`config.mk`:
```
export PLATFORM = sky130hd
export DESIGN_NAME = nand_async_cmd_seq
export DESIGN_NICKNAME = d
export VERILOG_FILES = /design/src/rtl/nand_async_cmd_seq.sv
export SDC_FILE = /design/constraint.sdc
export NUM_CORES = 1
export LEC_CHECK = 0
export CAP_MARGIN = 20
export CORE_MARGIN = 10
export CORE_UTILIZATION = 46
export DETAILED_ROUTE_END_ITERATION = 12
export PLACE_DENSITY = 0.85
export SKIP_LAST_GASP = 1
export SLEW_MARGIN = 5
export SYNTH_ARGS = -nofsm -noshare
export SYNTH_HDL_FRONTEND = slang
export SYNTH_SLANG_ARGS = --single-unit
```
`constraint.sdc`:
```
create_clock -name v_clk0 -period 2 [get_ports v_clk0]
set_input_delay 0.4 -clock v_clk0 [delete_from_list [all_inputs] [get_ports v_clk0]]
set_output_delay 0.4 -clock v_clk0 [all_outputs]
set_load 0.02 [all_outputs]
```
`src/rtl/nand_async_cmd_seq.sv`:
```
// nand_async_cmd_seq
// ONFI SDR async-mode command/address latch sequencer feeding the NAND PHY.
// Each accepted byte is driven onto DQ with CLE or ALE for T_SETUP cycles.
// WE# is then pulsed low for T_WP cycles and held high for T_WH cycles.
// CE# stays asserted across a burst until the byte flagged req_last.
// Optional build macro NAND_SEQ_TIMEOUT_EN adds a watchdog on the HOLD state.
// With the macro, a burst left idle for TIMEOUT cycles is released and flagged.
// Timing parameters of 0 are treated as 1.

module nand_async_cmd_seq #(
    parameter int T_SETUP = 2,
    parameter int T_WP    = 3,
    parameter int T_WH    = 2,
    parameter int CNT_W   = 8,
    parameter int TIMEOUT = 1024
) (
    input  logic       v_clk0,
    input  logic       v_rstn0,
    input  logic       req_valid,
    output logic       req_ready,
    input  logic       req_is_addr,
    input  logic [7:0] req_byte,
    input  logic       req_last,
    input  logic       ce_sel,
    input  logic       wp_n,
    output logic       ctrl_cle,
    output logic       ctrl_ale,
    output logic       ctrl_wen,
    output logic       ctrl_wen_sel,
    output logic       ctrl_wrn,
    output logic       ctrl_wpn,
    output logic [1:0] ctrl_cen,
    output logic       dq_oe_n,
    output logic [7:0] wr_data_rise,
    output logic [7:0] wr_data_fall,
    output logic       busy,
    output logic       done,
    output logic       timeout_err
);

    // Effective phase lengths: zero is promoted to one so every phase exists.
    localparam int T_SETUP_EFF = (T_SETUP < 1) ? 1 : T_SETUP;
    localparam int T_WP_EFF    = (T_WP    < 1) ? 1 : T_WP;
    localparam int T_WH_EFF    = (T_WH    < 1) ? 1 : T_WH;

    localparam logic [CNT_W-1:0] SETUP_LOAD = T_SETUP_EFF[CNT_W-1:0];
    localparam logic [CNT_W-1:0] WP_LOAD    = T_WP_EFF[CNT_W-1:0];
    localparam logic [CNT_W-1:0] WH_LOAD    = T_WH_EFF[CNT_W-1:0];
    localparam logic [CNT_W-1:0] CNT_ONE    = {{(CNT_W-1){1'b0}}, 1'b1};

    typedef enum logic [2:0] {
        S_IDLE,
        S_SETUP,
        S_WE_LOW,
        S_WE_HIGH,
        S_HOLD,
        S_RELEASE
    } state_t;

    state_t           state_q, state_d;
    logic [CNT_W-1:0] cnt_q, cnt_d;
    logic             last_q, last_d;

    logic             cle_d, ale_d, wen_d, oe_n_d;
    logic [1:0]       cen_d;
    logic [7:0]       data_d;
    logic             busy_d, done_d, ready_d;
    logic             accept;

`ifdef NAND_SEQ_TIMEOUT_EN
    // Watchdog is at least CNT_W+3 bits, widened if TIMEOUT needs more.
    localparam int TIMEOUT_EFF = (TIMEOUT < 1) ? 1 : TIMEOUT;
    localparam int WD_MIN_W    = CNT_W + 3;
    localparam int WD_FIT_W    = $clog2(TIMEOUT_EFF + 1);
    localparam int WD_W        = (WD_FIT_W > WD_MIN_W) ? WD_FIT_W : WD_MIN_W;
    localparam logic [WD_W-1:0] WD_LAST = WD_W'(TIMEOUT_EFF - 1);

    logic [WD_W-1:0] wd_q, wd_d;
    logic            to_flag_q, to_flag_d;
    logic            terr_d;
`endif

    assign accept = req_valid & req_ready;

    // Next-state and next-output decode for the byte sequencer.
    always_comb begin
        // NOTE: every signal written here gets a default first so no latch is inferred.
        state_d = state_q;
        cnt_d   = cnt_q;
        last_d  = last_q;
        cle_d   = ctrl_cle;
        ale_d   = ctrl_ale;
        wen_d   = ctrl_wen;
        oe_n_d  = dq_oe_n;
        cen_d   = ctrl_cen;
        data_d  = wr_data_rise;
        done_d  = 1'b0;
`ifdef NAND_SEQ_TIMEOUT_EN
        wd_d      = wd_q;
        to_flag_d = to_flag_q;
        terr_d    = 1'b0;
`endif

        case (state_q)
            S_IDLE: begin
                if (accept) begin
                    state_d = S_SETUP;
                    cen_d   = ce_sel ? 2'b01 : 2'b10;
                end
            end

            S_SETUP: begin
                if (cnt_q == CNT_ONE) begin
                    state_d = S_WE_LOW;
                    cnt_d   = WP_LOAD;
                    wen_d   = 1'b0;
                end else begin
                    cnt_d = cnt_q - CNT_ONE;
                end
            end

            S_WE_LOW: begin
                if (cnt_q == CNT_ONE) begin
                    state_d = S_WE_HIGH;
                    cnt_d   = WH_LOAD;
                    wen_d   = 1'b1;
                end else begin
                    cnt_d = cnt_q - CNT_ONE;
                end
            end

            S_WE_HIGH: begin
                if (cnt_q == CNT_ONE) begin
                    state_d = last_q ? S_RELEASE : S_HOLD;
                    cnt_d   = '0;
                    cle_d   = 1'b0;
                    ale_d   = 1'b0;
                    oe_n_d  = 1'b1;
                end else begin
                    cnt_d = cnt_q - CNT_ONE;
                end
            end

            S_HOLD: begin
                // CE# stays asserted; the chip select latched at burst start is kept.
                if (accept) begin
                    state_d = S_SETUP;
                end
`ifdef NAND_SEQ_TIMEOUT_EN
                else if (wd_q == WD_LAST) begin
                    state_d   = S_RELEASE;
                    to_flag_d = 1'b1;
                end
`endif
            end

            S_RELEASE: begin
                // One cycle of tCH with CE# still low, then release the target.
                state_d = S_IDLE;
                cen_d   = 2'b11;
`ifdef NAND_SEQ_TIMEOUT_EN
                if (to_flag_q) begin
                    terr_d    = 1'b1;
                    to_flag_d = 1'b0;
                end else begin
                    done_d = 1'b1;
                end
`else
                done_d = 1'b1;
`endif
            end

            default: begin
                state_d = S_IDLE;
                cen_d   = 2'b11;
            end
        endcase

        // Common byte load for accepts taken from IDLE or HOLD.
        if (accept) begin
            cnt_d  = SETUP_LOAD;
            last_d = req_last;
            cle_d  = ~req_is_addr;
            ale_d  = req_is_addr;
            data_d = req_byte;
            oe_n_d = 1'b0;
            wen_d  = 1'b1;
        end

`ifdef NAND_SEQ_TIMEOUT_EN
        // Watchdog counts HOLD cycles and restarts on every accepted byte.
        if (accept) begin
            wd_d = '0;
        end else if (state_q == S_HOLD) begin
            wd_d = (wd_q == WD_LAST) ? '0 : wd_q + 1'b1;
        end
`endif

        busy_d  = (state_d != S_IDLE);
        ready_d = (state_d == S_IDLE) || (state_d == S_HOLD);
    end

    // State register and registered PHY-side outputs.
    always_ff @(posedge v_clk0 or negedge v_rstn0) begin
        if (!v_rstn0) begin
            // NOTE: an async reset must release CE# and WE# immediately, so every flop is reset here.
            state_q      <= S_IDLE;
            cnt_q        <= '0;
            last_q       <= 1'b0;
            ctrl_cle     <= 1'b0;
            ctrl_ale     <= 1'b0;
            ctrl_wen     <= 1'b1;
            ctrl_wen_sel <= 1'b1;
            ctrl_wrn     <= 1'b1;
            ctrl_wpn     <= 1'b0;
            ctrl_cen     <= 2'b11;
            dq_oe_n      <= 1'b1;
            wr_data_rise <= 8'h00;
            wr_data_fall <= 8'h00;
            busy         <= 1'b0;
            done         <= 1'b0;
            req_ready    <= 1'b1;
        end else begin
            // NOTE: non-blocking assignments keep all flops updating from pre-edge values.
            state_q      <= state_d;
            cnt_q        <= cnt_d;
            last_q       <= last_d;
            ctrl_cle     <= cle_d;
            ctrl_ale     <= ale_d;
            ctrl_wen     <= wen_d;
            ctrl_wen_sel <= 1'b1;
            ctrl_wrn     <= 1'b1;
            ctrl_wpn     <= wp_n;
            ctrl_cen     <= cen_d;
            dq_oe_n      <= oe_n_d;
            wr_data_rise <= data_d;
            wr_data_fall <= data_d;
            busy         <= busy_d;
            done         <= done_d;
            req_ready    <= ready_d;
        end
    end

`ifdef NAND_SEQ_TIMEOUT_EN
    // Watchdog counter, timeout flag and the timeout pulse.
    always_ff @(posedge v_clk0 or negedge v_rstn0) begin
        if (!v_rstn0) begin
            wd_q        <= '0;
            to_flag_q   <= 1'b0;
            timeout_err <= 1'b0;
        end else begin
            wd_q        <= wd_d;
            to_flag_q   <= to_flag_d;
            timeout_err <= terr_d;
        end
    end
`else
    // Without the watchdog, HOLD waits indefinitely and never reports a timeout.
    assign timeout_err = 1'b0;
`endif

endmodule
```
---- Word level (Yosys, flattened, before mapping) ----
Cells that the tools add are included.
cells by class
  muxes and demuxes ....................... 24
  add/sub/neg operators ................... 1
  reductions and logical operators ........ 13
  equal/unequal tests ..................... 10
  bitwise logic cells ..................... 3
operators with widths
  operator                                              count
  2-to-1 mux 8 bit                                      4
  one-hot mux 8 bit (3 select lines)                    1
  2-to-1 mux 3 bit                                      4
  one-hot mux 3 bit (4 select lines)                    1
  2-to-1 mux 1 bit                                      10
  equality test 3 bit (second input constant)           3
  equality test 8 x 1 -> 1 bit (second input constant)  1
  subtractor 8 x 1 -> 8 bit (second input constant)     1
  equality test 3 x 2 -> 1 bit (second input constant)  2
  zero test 3 bit                                       2
  != test 3 bit (second input constant)                 2
  nonzero test 3 bit                                    2
  2-to-1 mux 2 bit                                      2
  one-hot mux 2 bit (2 select lines)                    1
  AND reduction 2 bit                                   2
  nonzero test 2 bit                                    2
  nonzero test 4 bit                                    1
  OR reduction 4 bit                                    1
  equality test 3 x 1 -> 1 bit (second input constant)  1
  AND reduction 3 bit                                   1
  != test 2 bit (second input constant)                 1
  inverter 1 bit                                        2
  one-hot mux 1 bit (2 select lines)                    1
  OR reduction 2 bit                                    1
  2 further kinds                                       2
word-level totals
  logic and storage cells ................. 64
  input port bits ......................... 15
  output and inout port bits .............. 29
  register bits after elaboration ......... 30

---- Longest topological paths before layout ----
  depth in word-level cells ............... 5
  depth in mapped cells ................... 6
  mapped depth without buffers ............ 6

---- Least setup slack after synthesis ----
No wires, ideal clock.
  path type ............................... register to register
  from .................................... register cnt_q[1]
  to ...................................... register state_q[1]
  path buffers ............................ 0
  slack ................................... 0.227 ns
  data required time ...................... 1.868 ns
  cell stages (with the launch flop) ...... 7
  arrival ................................. 1.642 ns
  cell sequence ........................... dfrtp_1 -> inv_1 -> ha_1 -> or3b_2 -> or3_1 -> xor2_1 -> nor2_1
between the ends
  cells in the longest elaborated chain, start to end .. 3
RTL lines
  what                                        line           RTL
  start: declaration                          61             logic [CNT_W-1:0] cnt_q, cnt_d;
  start signal: assignment                    226            cnt_q <= cnt_d;
  equality test 8 x 1 -> 1 bit (*)            113, 123, 133
  2-to-1 mux 3 bit, on equally long branches  133, 113, 123
  one-hot mux 3 bit (4 select lines) (*)      104            case (state_q)
  net state_d[1]                              60             state_t state_q, state_d;
  end signal: assignment                      225            state_q <= state_d;
  end: declaration                            60
The timed path passes the listed nets; every way through them passes the cells marked *.
A chain may end at the register's enable or synchronous reset.

---- Worst setup path in the final report ----
  from .................................... register ctrl_cen[1]
  to ...................................... output port ctrl_cen[1]
RTL lines
  what                      line  RTL
  start: declaration        32    output logic [1:0] ctrl_cen,
  start signal: assignment  234   ctrl_cen <= cen_d;
No word-level cell between the ends.

==> metrics.txt <==
# TYPE chip_impl_metric gauge
chip_impl_info{name="outcome",value="complete, no violations"} 1
chip_impl_metric{name="pin_count",unit=""} 44
chip_impl_metric{name="cts.reportedPaths.clkPinSlew",unit="ns"} 0.09
chip_impl_metric{name="critical_path.n_buffers_inverters",unit=""} 1
chip_impl_metric{name="instances_no_fill",unit=""} 237
chip_impl_metric{name="synth_cells",unit=""} 157
chip_impl_info{name="clock_tree.root_cell",value="sky130_fd_sc_hd__clkbuf_4"} 1
chip_impl_metric{name="number_of_antenna_violations_at_the_first_check_in_global_routing",unit=""} 0
chip_impl_metric{name="pre_cts_ws",unit="ns"} 0.108
chip_impl_metric{name="yosysSeqAreaShare",unit=""} 0.509
chip_impl_metric{name="cts_hold_buf",unit=""} 0
chip_impl_info{name="rr_startpoint",value="cnt_q[1]$_DFFE_PN0P_"} 1
chip_impl_metric{name="gpl.final_weighted_congestion",unit=""} 0.922
chip_impl_info{name="worst_r2r_endpoint",value="state_q[1]$_DFF_PN0_"} 1
chip_impl_metric{name="report.final.setup_viol",unit=""} 0
chip_impl_metric{name="htree_levels",unit=""} 2
chip_impl_metric{name="initial_cell_density_of_the_core",unit=""} 0.483
chip_impl_metric{name="power.density",unit="mW/mm^2"} 1610
chip_impl_metric{name="final_cell_area",unit="mm^2"} 0.00192
chip_impl_info{name="layout_commonest_cell",value="sky130_fd_sc_hd__clkdlybuf4s50_1"} 1
chip_impl_metric{name="core-area",unit="mm^2"} 0.00308
chip_impl_metric{name="die_width",unit="um"} 76.8
chip_impl_metric{name="critPathArrivalTime",unit="ns"} 1.48
chip_impl_info{name="endpoint",value="ctrl_cen[1]"} 1
chip_impl_info{name="critical_path_class",value="flip-flop to primary output"} 1
chip_impl_metric{name="numCtsBuffers",unit=""} 5
chip_impl_metric{name="syn_area_per_cell",unit="um^2"} 9.47
chip_impl_metric{name="synth.lib_cells_used.distinct",unit=""} 41
chip_impl_metric{name="design_power_total",unit="uW"} 3100
chip_impl_metric{name="cp_max_fanout",unit=""} 3
chip_impl_metric{name="ys_ff_latch",unit=""} 30
chip_impl_info{name="timing.hold.worst.class",value="input port to async pin"} 1
chip_impl_metric{name="worstSkewPairLatency",unit="ns"} 0.32
chip_impl_metric{name="max-clock-path-buffers",unit=""} 2
chip_impl_info{name="grt_setup_unrepaired",value="false"} 1
chip_impl_metric{name="route.vias.total",unit=""} 1197
chip_impl_metric{name="fin_setup_tns",unit="ns"} 0
chip_impl_metric{name="synth-warning-count",unit=""} 0
chip_impl_metric{name="io_buffers",unit=""} 40
chip_impl_metric{name="p_leak",unit="uW"} 0.000838
chip_impl_metric{name="critPathRequiredTime",unit="ns"} 1.60
chip_impl_metric{name="cts_num_sinks",unit=""} 30
chip_impl_info{name="critical-path-top-delay-family",value="buffers and inverters"} 1
chip_impl_metric{name="cp.depth",unit=""} 1
chip_impl_metric{name="endpoints_failing_hold",unit=""} 0
chip_impl_metric{name="syn-cell-area",unit="mm^2"} 0.00149
chip_impl_metric{name="dr.pass1.iters",unit=""} 4
chip_impl_metric{name="final.min_clock_period",unit="ns"} 1.88
chip_impl_info{name="cts_tree",value="built"} 1
chip_impl_metric{name="grt_max_degree",unit=""} 31
chip_impl_metric{name="via_count_of_the_first_global_routing_pass",unit=""} 1251
chip_impl_metric{name="timing.reg2reg.worst_path_depth",unit=""} 6
chip_impl_metric{name="via_per_inst",unit=""} 5.05
chip_impl_metric{name="max-vdd-ir-drop",unit="V"} 0.000914
chip_impl_metric{name="globalRouteOverflowTotal",unit=""} 0
chip_impl_metric{name="areaGrowthSynthToFinish",unit="%"} 29.4
chip_impl_metric{name="row_count",unit=""} 20
chip_impl_metric{name="tcrit_tclk_final",unit=""} 0.941
chip_impl_metric{name="final_layout_size_suffix_gt1_frac",unit=""} 0.104
chip_impl_metric{name="maxCapViolations",unit=""} 0
chip_impl_metric{name="grt_usage",unit=""} 0.120
chip_impl_metric{name="clock.fmax",unit="GHz"} 0.532
chip_impl_metric{name="hpwl",unit="mm"} 2.56
chip_impl_metric{name="drt_iter0_drc",unit=""} 58
chip_impl_metric{name="detail_route_antenna_nets",unit=""} 0
chip_impl_metric{name="nets",unit=""} 209
chip_impl_metric{name="final_max_slew_viol_count",unit=""} 0
chip_impl_info{name="end_kind",value="primary output"} 1
chip_impl_metric{name="final_critical_path_setup_slack",unit="ns"} 0.119
chip_impl_info{name="critical_path.startpoint",value="ctrl_cen[1]$_DFFE_PN1P_"} 1
chip_impl_metric{name="antennaDiodeCount",unit=""} 0
chip_impl_info{name="worstSetupStartpointType",value="flip-flop"} 1
chip_impl_metric{name="placedCellCount",unit=""} 228
chip_impl_metric{name="post-route-drc-count",unit=""} 0
chip_impl_metric{name="crit_path_max_incr_delay",unit="ns"} 0.60
chip_impl_info{name="critical-path-slowest-cell",value="sky130_fd_sc_hd__clkdlybuf4s50_1"} 1
chip_impl_metric{name="wire_length_of_the_first_global_routing_pass",unit="mm"} 5.91
chip_impl_info{name="most_frequent_cells_in_the_layout",value="40 x sky130_fd_sc_hd__clkdlybuf4s50_1, 35 x sky130_fd_sc_hd__nand2_1, 25 x sky130_fd_sc_hd__dfrtp_1, 13 x sky130_fd_sc_hd__nor2_1"} 1
chip_impl_metric{name="floorplan.die_area",unit="mm^2"} 0.00591
chip_impl_metric{name="die_height",unit="um"} 76.8
chip_impl_metric{name="route.detailed.wl_per_inst",unit="um"} 14.3
chip_impl_metric{name="dpl-instance-area",unit="mm^2"} 0.00186
chip_impl_metric{name="setup.reg_to_reg.worst_slack",unit="ns"} 0.23
chip_impl_info{name="worstPathCellList",value="clkdlybuf4s50_1"} 1
chip_impl_metric{name="drt-total-wl",unit="mm"} 3.38
chip_impl_metric{name="final.setup_skew",unit="ns"} 0.00833
-- sequential cells by signal (all words and copies together), names as in the netlist --
name / cells
ctrl_wpn: 1
ctrl_cen: 2
ctrl_cle: 1
done: 1
ctrl_wen: 1
wr_data_fall: 8
cnt_q: 8
busy: 1
dq_oe_n: 1
req_ready: 1
ctrl_ale: 1
last_q: 1
state_q: 3
-- power breakdown --
group,internal (uW),switching [uW],total (uW)
Clock,140,203,343
Sequential,892,251,1140
Combinational,751,862,1610
-- cells by family (layout without fill, tap and decap cells) --
logic type      count (synthesis)  in the layout  share of synthesized area
flops                          30             30                      0.509
simple gates                   69             69                      0.225
compound gates                 27             27                      0.126
buf+inv                        21             56                     0.0825
xor+xnor                        6              6                     0.0354
other cells                     2              3                    0.00505
fa+ha+maj                       2              2                     0.0168
-- per-stage QoR --
| stage | util | hold WS [ns] |
|---|---|---|
| 2_1_floorplan | - | 0.104 |
| 3_3_place_gp | 0.606 | 0.483 |
| 3_5_place_dp | 0.606 | 0.491 |
| 4_1_cts | 0.622 | 0.454 |
| 5_1_grt | 0.625 | 0.463 |
| 6_report | 0.625 | 0.448 |
-- how the worst min path moves through the flow --
stage / end / slack (ns) / cells after the start
2_1_floorplan: busy$_DFF_PN0_ / 0.10 / 0
3_3_place_gp: wr_data_fall[0]$_DFFE_PN0P_ / 0.48 / 2
3_5_place_dp: wr_data_fall[7]$_DFFE_PN0P_ / 0.49 / 2
4_1_cts: wr_data_fall[5]$_DFFE_PN0P_ / 0.45 / 2
5_1_grt: cnt_q[0]$_DFFE_PN0P_ / 0.46 / 2
6_report: ctrl_cle$_DFFE_PN0P_ / 0.45 / 2
-- area by class of cell --
class	instances	area [um^2]
inverter	3	11.3
timing repair buffer	45	438
clock buffer	8	48.8
multi-input combinational	107	613
fill	253	1150
tap	44	55.1
sequential	30	757
-- synthesized netlist by cell type (all sizes together) --
cell	number	area share
o211ai	3	0.015
o21a	1	0.0051
o311ai	2	0.012
a211o	1	0.0059
o22ai	1	0.0042
xor2	6	0.035
or3	1	0.0042
o31ai	2	0.010
or2	2	0.0084
o31a	1	0.0059
nand3	2	0.0067
buf	13	0.062
and2	1	0.0042
or3b	2	0.012
o21ba	1	0.0067
conb	2	0.0051
nand2b	1	0.0042
ha	2	0.017
inv	3	0.0076
nor3b	1	0.0051
a21oi	5	0.017
o311a	1	0.0067
dfrtp	25	0.42
nor2	13	0.033
or4	1	0.0076
nand4	1	0.0042
o21ai	6	0.020
nand2	35	0.088
dfstp	5	0.088
nor4	2	0.023
a31o	1	0.0059
clkbuf	5	0.013
nor2b	1	0.0042
o2111ai	1	0.0059
nor3	6	0.020
a221oi	1	0.0059
-- timing repair --
| action | 4_1_cts | 5_1_grt |
|---|---|---|
| gates resized for setup | 0 | 1 |
| endpoints found under the setup margin | 0 | 2 |
| buffers inserted | 0 | 1 |
-- routing by layer --
layer	share of wire	up-vias	global-route usage
li1	-	589	-
met1	0.41	555	0.133
met2	0.45	49	0.181
met3	0.13	4	0.0874
met4	0.0074	0	0.0242
met5	0	-	0
Power figures use the tool's default switching activity.
